$ cat src/rtl/pulse_envelope_gen.sv
// Trapezoidal pulse envelope engine: rise / hold / fall per command, one DAC sample per clk.
// Latency: first rise sample one cycle after the accepting edge; one pending slot, ready drops while it is full.
module pulse_envelope_gen #(
    parameter int AMP_WIDTH  = 12,
    parameter int LEN_WIDTH  = 12,
    parameter int STEP_WIDTH = 8
) (
    input  logic                 clk,
    input  logic                 rst,
    input  logic [31:0]          cmd_data,
    input  logic                 cmd_valid,
    output logic                 cmd_ready,
    output logic [AMP_WIDTH-1:0] sample_out,
    output logic                 busy,
    output logic                 pulse_done
);

    localparam int SW = AMP_WIDTH + 1;

    typedef enum logic [1:0] {IDLE, RISE, HOLD, FALL} state_t;

    state_t                 state, state_nxt;
    logic [AMP_WIDTH-1:0]   acc, acc_nxt;
    logic [LEN_WIDTH-1:0]   hcnt, hcnt_nxt;
    logic [AMP_WIDTH-1:0]   a_amp, a_amp_nxt;
    logic [LEN_WIDTH-1:0]   a_len, a_len_nxt;
    logic [STEP_WIDTH-1:0]  a_step, a_step_nxt;
    logic                   pend_v, pend_v_nxt;
    logic [31:0]            pend, pend_nxt;
    logic                   done_nxt;

    logic                   accept, launch;
    logic [31:0]            l_cmd;
    logic [AMP_WIDTH-1:0]   l_amp, l_first;
    logic [LEN_WIDTH-1:0]   l_len;
    logic [STEP_WIDTH-1:0]  l_step;
    logic [SW-1:0]          a_step_w, rise_sum;

    assign cmd_ready  = !pend_v && !rst;
    assign accept     = cmd_valid && cmd_ready;
    assign launch     = (state == IDLE) && (pend_v || accept);
    assign sample_out = acc;
    assign busy       = (state != IDLE);

    // The pending slot has priority; a direct launch only happens when it is empty.
    assign l_cmd   = pend_v ? pend : cmd_data;
    assign l_amp   = l_cmd[31 -: AMP_WIDTH];
    assign l_len   = l_cmd[STEP_WIDTH +: LEN_WIDTH];
    assign l_step  = l_cmd[STEP_WIDTH-1:0];
    assign l_first = (l_step == '0 || SW'(l_step) >= {1'b0, l_amp}) ? l_amp : AMP_WIDTH'(l_step);

    assign a_step_w = SW'(a_step);
    assign rise_sum = {1'b0, acc} + a_step_w;

    always_comb begin
        state_nxt  = state;
        acc_nxt    = acc;
        hcnt_nxt   = hcnt;
        a_amp_nxt  = a_amp;
        a_len_nxt  = a_len;
        a_step_nxt = a_step;
        pend_v_nxt = pend_v;
        pend_nxt   = pend;
        done_nxt   = 1'b0;

        if (launch && pend_v)
            pend_v_nxt = 1'b0;
        if (accept && state != IDLE) begin
            pend_v_nxt = 1'b1;
            pend_nxt   = cmd_data;
        end

        case (state)
            IDLE: begin
                if (launch) begin
                    a_amp_nxt  = l_amp;
                    a_len_nxt  = l_len;
                    a_step_nxt = l_step;
                    acc_nxt    = l_first;
                    if (l_first != l_amp) begin
                        state_nxt = RISE;
                    end else if (l_len == '0) begin
                        state_nxt = FALL;
                    end else begin
                        state_nxt = HOLD;
                        hcnt_nxt  = l_len;
                    end
                end
            end
            RISE: begin
                if (rise_sum >= {1'b0, a_amp}) begin
                    acc_nxt = a_amp;
                    if (a_len == '0) begin
                        state_nxt = FALL;
                    end else begin
                        state_nxt = HOLD;
                        hcnt_nxt  = a_len;
                    end
                end else begin
                    acc_nxt = rise_sum[AMP_WIDTH-1:0];
                end
            end
            HOLD: begin
                // The first cycle of FALL still shows amp, so leave HOLD one count early.
                hcnt_nxt = hcnt - 1'b1;
                if (hcnt <= LEN_WIDTH'(1))
                    state_nxt = FALL;
            end
            FALL: begin
                if (a_step != '0 && {1'b0, acc} > a_step_w) begin
                    acc_nxt = acc - AMP_WIDTH'(a_step);
                end else begin
                    acc_nxt   = '0;
                    state_nxt = IDLE;
                    done_nxt  = 1'b1;
                end
            end
            default: state_nxt = IDLE;
        endcase
    end

    always_ff @(posedge clk) begin
        if (rst) begin
            state      <= IDLE;
            acc        <= '0;
            hcnt       <= '0;
            a_amp      <= '0;
            a_len      <= '0;
            a_step     <= '0;
            pend_v     <= 1'b0;
            pend       <= '0;
            pulse_done <= 1'b0;
        end else begin
            state      <= state_nxt;
            acc        <= acc_nxt;
            hcnt       <= hcnt_nxt;
            a_amp      <= a_amp_nxt;
            a_len      <= a_len_nxt;
            a_step     <= a_step_nxt;
            pend_v     <= pend_v_nxt;
            pend       <= pend_nxt;
            pulse_done <= done_nxt;
        end
    end

endmodule

$ cat config.mk
export PLATFORM = sky130hd
export DESIGN_NAME = pulse_envelope_gen
export DESIGN_NICKNAME = d
export VERILOG_FILES = /design/src/rtl/pulse_envelope_gen.sv
export SDC_FILE = /design/constraint.sdc
export NUM_CORES = 1
export LEC_CHECK = 0
export CAP_MARGIN = 20
export CORE_MARGIN = 8
export CORE_UTILIZATION = 60
export CTS_BUF_LIST = sky130_fd_sc_hd__clkbuf_4
export CTS_CLUSTER_SIZE = 20
export DETAILED_ROUTE_END_ITERATION = 10
export PLACE_DENSITY_LB_ADDON = 0.15
export SLEW_MARGIN = 10
export SYNTH_ARGS = -nofsm -noshare
export SYNTH_HDL_FRONTEND = slang
export SYNTH_SLANG_ARGS = --single-unit
$ cat constraint.sdc
create_clock -name clk -period 4.6 [get_ports clk]
set_clock_uncertainty 0.2 [all_clocks]
set_input_delay 0.46 -clock clk [delete_from_list [all_inputs] [get_ports clk]]
set_output_delay 0.46 -clock clk [all_outputs]
set_load 0.02 [all_outputs]
==> flow_summary_export.csv <==
group,metric,value,unit
critical_path,crit_type,"reg -> reg",
critical_path,critPathCaptureType,"register",
drt,top_layer_used,"met4",
clock_tree,ctsLongestPathBuffers,2,
clock_tree,clock_latency,0.49,ns
placement,place_congestion,0.908,
clock_tree,numCtsBuffers,9,
clock_tree,cts_hold_buffers,0,
finish,finish.utilization,68.1,%
synth,avgSynthCellArea,7.98,um^2
global_route,grt_max_degree,89,
placement,hpwl,14100,um
drt,dr_wl_met3,1520,um
drt,via_per_inst,6.38,
drt,drt-met1-wl,8840,um
synth,synth_fa_ha_area_share,8.64,%
timing,slew_headroom,38.7,%
timing,period_needed,4.37,ns
critical_path,rrSetupSlack,0.23,ns
synth,muxShareOfSynthArea,7.27,%
global_route,track_usage,25.8,%
timing,slew_viol_final,0,
synth,yosysSeqAreaShare,28.1,%
power,power_leakage,2.78,nW
finish,nFillCells,944,
power,sw_frac_of_total,50.1,%
clock_tree,htree_levels,3,
power,clkPwrFrac,9.5,%
drt,drc,0,
synth,synth_cell_type_count,74,
synth,ys_warn_count,0,
synth,syn_inst,820,
power,p_comb_share,66.2,%
finish,final_net_count,932,
run_status,status,"complete, no violations",
timing,whs,0.269,ns
floorplanning,rows,38,
critical_path,path_max_fanout,9,
critical_path,required,4.83,ns
critical_path,path_cells,"inv_1, ha_2, buf_4, nor2_2, o311ai_4, a211oi_2, or3_1, and2_1, ha_1, a21o_1, a221oi_2, nand2_1, nor4_2, buf_4, a2111oi_4, buf_4, o21ai_4, mux2i_1",
critical_path,arrival,4.59,ns
synth,ys.flop_type,"dfxtp_1",
floorplanning,boundaryPins,50,
synth,async_reset_ff_share,0,%
finish,drive_gt1_share,8.16,%
drt,dr.pass1.iters,7,
synth,synth_seq_cells,92,
critical_path,critPathMaxStageDelay,0.42,ns
critical_path,cp-start-kind,"register",
drt,wire_per_inst,18.9,um
power,internal_power,2.55,mW
synth,netlist_area,0.00654,mm^2
clock_tree,clock_sinks,92,
min_path,whs_path_depth,2,
drt,drtIter0Drc,780,
finish,area_growth,11.9,%
global_route,grt-ovfl-total,0,
drt,wirelength,18900,um
synth,synth_xor_area_share,3.88,%
synth,synth_top_family_by_area,"compound AO/OA/AOI/OAI gates",
min_path,min_path_type,"reg -> reg",
min_path,min_from,"pend[14]",
global_route,grt_pass1_vias,5939,
critical_path,cp_common_cell,"buf_4",
global_route,grt_pass1_wl,30400,um
placement,io_buffers,49,
power,p_seq_share,24.2,%
power,powerDensity,698,mW/mm^2
power,ir_drop,0.347,mV
synth,synth_enable_flop_cells,0,
timing,clock.fmax,0.229,GHz
finish,diodes,0,
timing,finalSetupViolations,0,
critical_path,r2r-start,"a_step[2]",
drt,dr_wl_met2,8160,um
timing,period_share,94.9,%
drt,via_count,6369,
synth,synth_top_area_share,28.1,%
floorplanning,die_h,120,um
timing,tightest_slew,0.919,ns
synth,synth_compound_area_share,27.2,%
clock_tree,clkTransAtPathRegs,0.17,ns
synth,synthTopCellsByArea,"dfxtp_1 28%, ha_1 8.0%, mux2i_1 6.6%, nand2_1 5.7%, a21oi_1 5.4%",
clock_tree,cts_root_buf,"clkbuf_4",
synth,synth_simple_gate_area_share,17.7,%
timing,hold_viol_final,0,
run,cap_viol_max_count,0,
synth,yosysTopAreaCell,"dfxtp_1",
floorplanning,die_x,120,um
synth,syn_nets,899,
clock_tree,cts_tree,"built",
drt,ant_nets,0,
min_path,hold-path-endpoint,"pend[14]",
floorplanning,start_util,60.9,%
placement,dpl_cell_area,0.00708,mm^2
critical_path,r2r_end,"hcnt[11]",
power,power_switching,2.56,mW
critical_path,r2r_cells,18,
global_route,antenna_found_initial,0,
critical_path,slowest_stage,"ha_2",
finish,fin_area,0.00732,mm^2
floorplanning,core,0.0107,mm^2
floorplanning,die-area,0.0145,mm^2
-- kinds of logic after synthesis --
group | Yosys count
flops | 92
compound gates | 256
simple gates | 251
fa+ha+maj | 44
mux | 47
xor+xnor | 29
buf+inv | 101
-- final cells by class --
class	count	area (um^2)	share of cell area (%)
sequential	92	1840	25.2
multi-input combinational	627	4310	58.8
timing repair buffer	69	643	8.78
clock buffer	9	67.6	0.923
inverter	54	203	2.77
tap	140	175	2.39
clock inverter	7	81.3	1.11
-- placed cells by master, fill, tap and decap left out, types with 4 or more instances in the layout --
cell	synthesis	layout
nand2_1	100	100
a221oi_1	10	9
o21ai_0	37	37
mux2i_1	43	43
nor3_1	12	12
a21o_1	8	8
a221o_1	5	5
ha_1	42	41
o211ai_1	6	6
a31oi_1	9	8
o21a_1	8	8
buf_4	3	19
nor2_1	62	61
nor4_1	12	12
inv_1	54	54
nand3_1	19	18
xor2_1	7	7
xnor2_1	22	22
or4_1	4	4
clkdlybuf4s50_1	0	48
or3_1	9	9
a211o_1	7	7
a21oi_1	70	70
and3_1	4	4
o31ai_1	11	10
nor2b_1	4	4
a211oi_1	39	38
o22ai_1	4	4
nand4_1	8	8
dfxtp_1	92	90
mux2_2	4	4
clkbuf_4	0	9
-- critical path: cells and delay by family, from the launching register on --
kind | cells | cell delay (ns)
flip-flops | 1 | 0.40
multiplexers | 1 | 0.24
buffers and inverters | 4 | 0.61
AO/OA/AOI/OAI | 6 | 1.22
adder cells (fa/ha/maj) | 2 | 0.72
AND/OR/NAND/NOR | 5 | 0.93
-- per-stage QoR --
step	power (mW)	setup TNS, ns	setup slack (ns)	std cells
2_1_floorplan	3.57	0	0.399	820
3_3_place_gp	4.33	0	0.222	979
3_5_place_dp	4.40	0	0.117	979
4_1_cts	4.91	0	0.0193	995
5_1_grt	5.45	-0.0839	-0.0261	998
6_report	5.11	0	0.235	998
-- power groups by stage --
| stage | Clock (mW) | Combinational [mW] | Sequential (mW) |
|---|---|---|---|
| after global placement | 0 | 3.10 | 1.23 |
| after global routing | 0.519 | 3.67 | 1.27 |
| final | 0.487 | 3.38 | 1.24 |
| after floorplan | 0 | 2.38 | 1.19 |
| after detailed placement | 0 | 3.16 | 1.25 |
| after CTS | 0.491 | 3.19 | 1.23 |
-- registers in the layout (all words and copies together) (netlist names) --
| register | cells |
|---|---|
| a_amp | 12 |
| a_len | 12 |
| a_step | 8 |
| hcnt | 12 |
| pend | 32 |
| pend_v | 1 |
| pulse_done | 1 |
| sample_out | 12 |
| state | 2 |
-- worst max path at each step --
| stage | from | endpoint | cells past startpoint | slack, ns |
|---|---|---|---|---|
| after global placement | a_step[2] | hcnt[4] | 16 | 0.22 |
| after CTS | a_step[2] | state[0] | 15 | 0.02 |
| final | a_step[2] | hcnt[11] | 18 | 0.23 |
| after detailed placement | a_step[2] | hcnt[7] | 16 | 0.12 |
| after floorplan | sample_out[2] | sample_out[1] | 15 | 0.40 |
| after global routing | sample_out[0] | hcnt[10] | 18 | -0.03 |
-- synth_stat cells (all sizes together) (4+ instances only) --
master   number
o21ai        40
xor2          7
a21oi        70
nor2         63
xnor2        22
nand2       100
a21o          8
nor3         13
o22ai         4
buf          14
and3          4
or4           4
inv          54
nor2b         5
o2111ai       4
mux2i        43
nor4         13
nand4         8
a221o         5
clkbuf       32
a2111oi       4
o211ai        6
mux2          4
a211o         7
o21a          8
o31ai        11
dfxtp        92
a221oi       10
or3           9
a211oi       39
ha           42
nand3        19
a31oi         9
-- what timing repair did --
item                                    4_1_cts  5_1_grt
endpoints found under the setup margin        0       26
resized for setup                             0       15
setup buffers                                 0        2
-- metal layers --
metal	vias up	GRT usage, %
met1	2997	37.2
met4	0	9.52
met2	275	37.8
li1	3068	-
met3	29	3.92
met5	-	0
(Power assumes the default switching activity.)
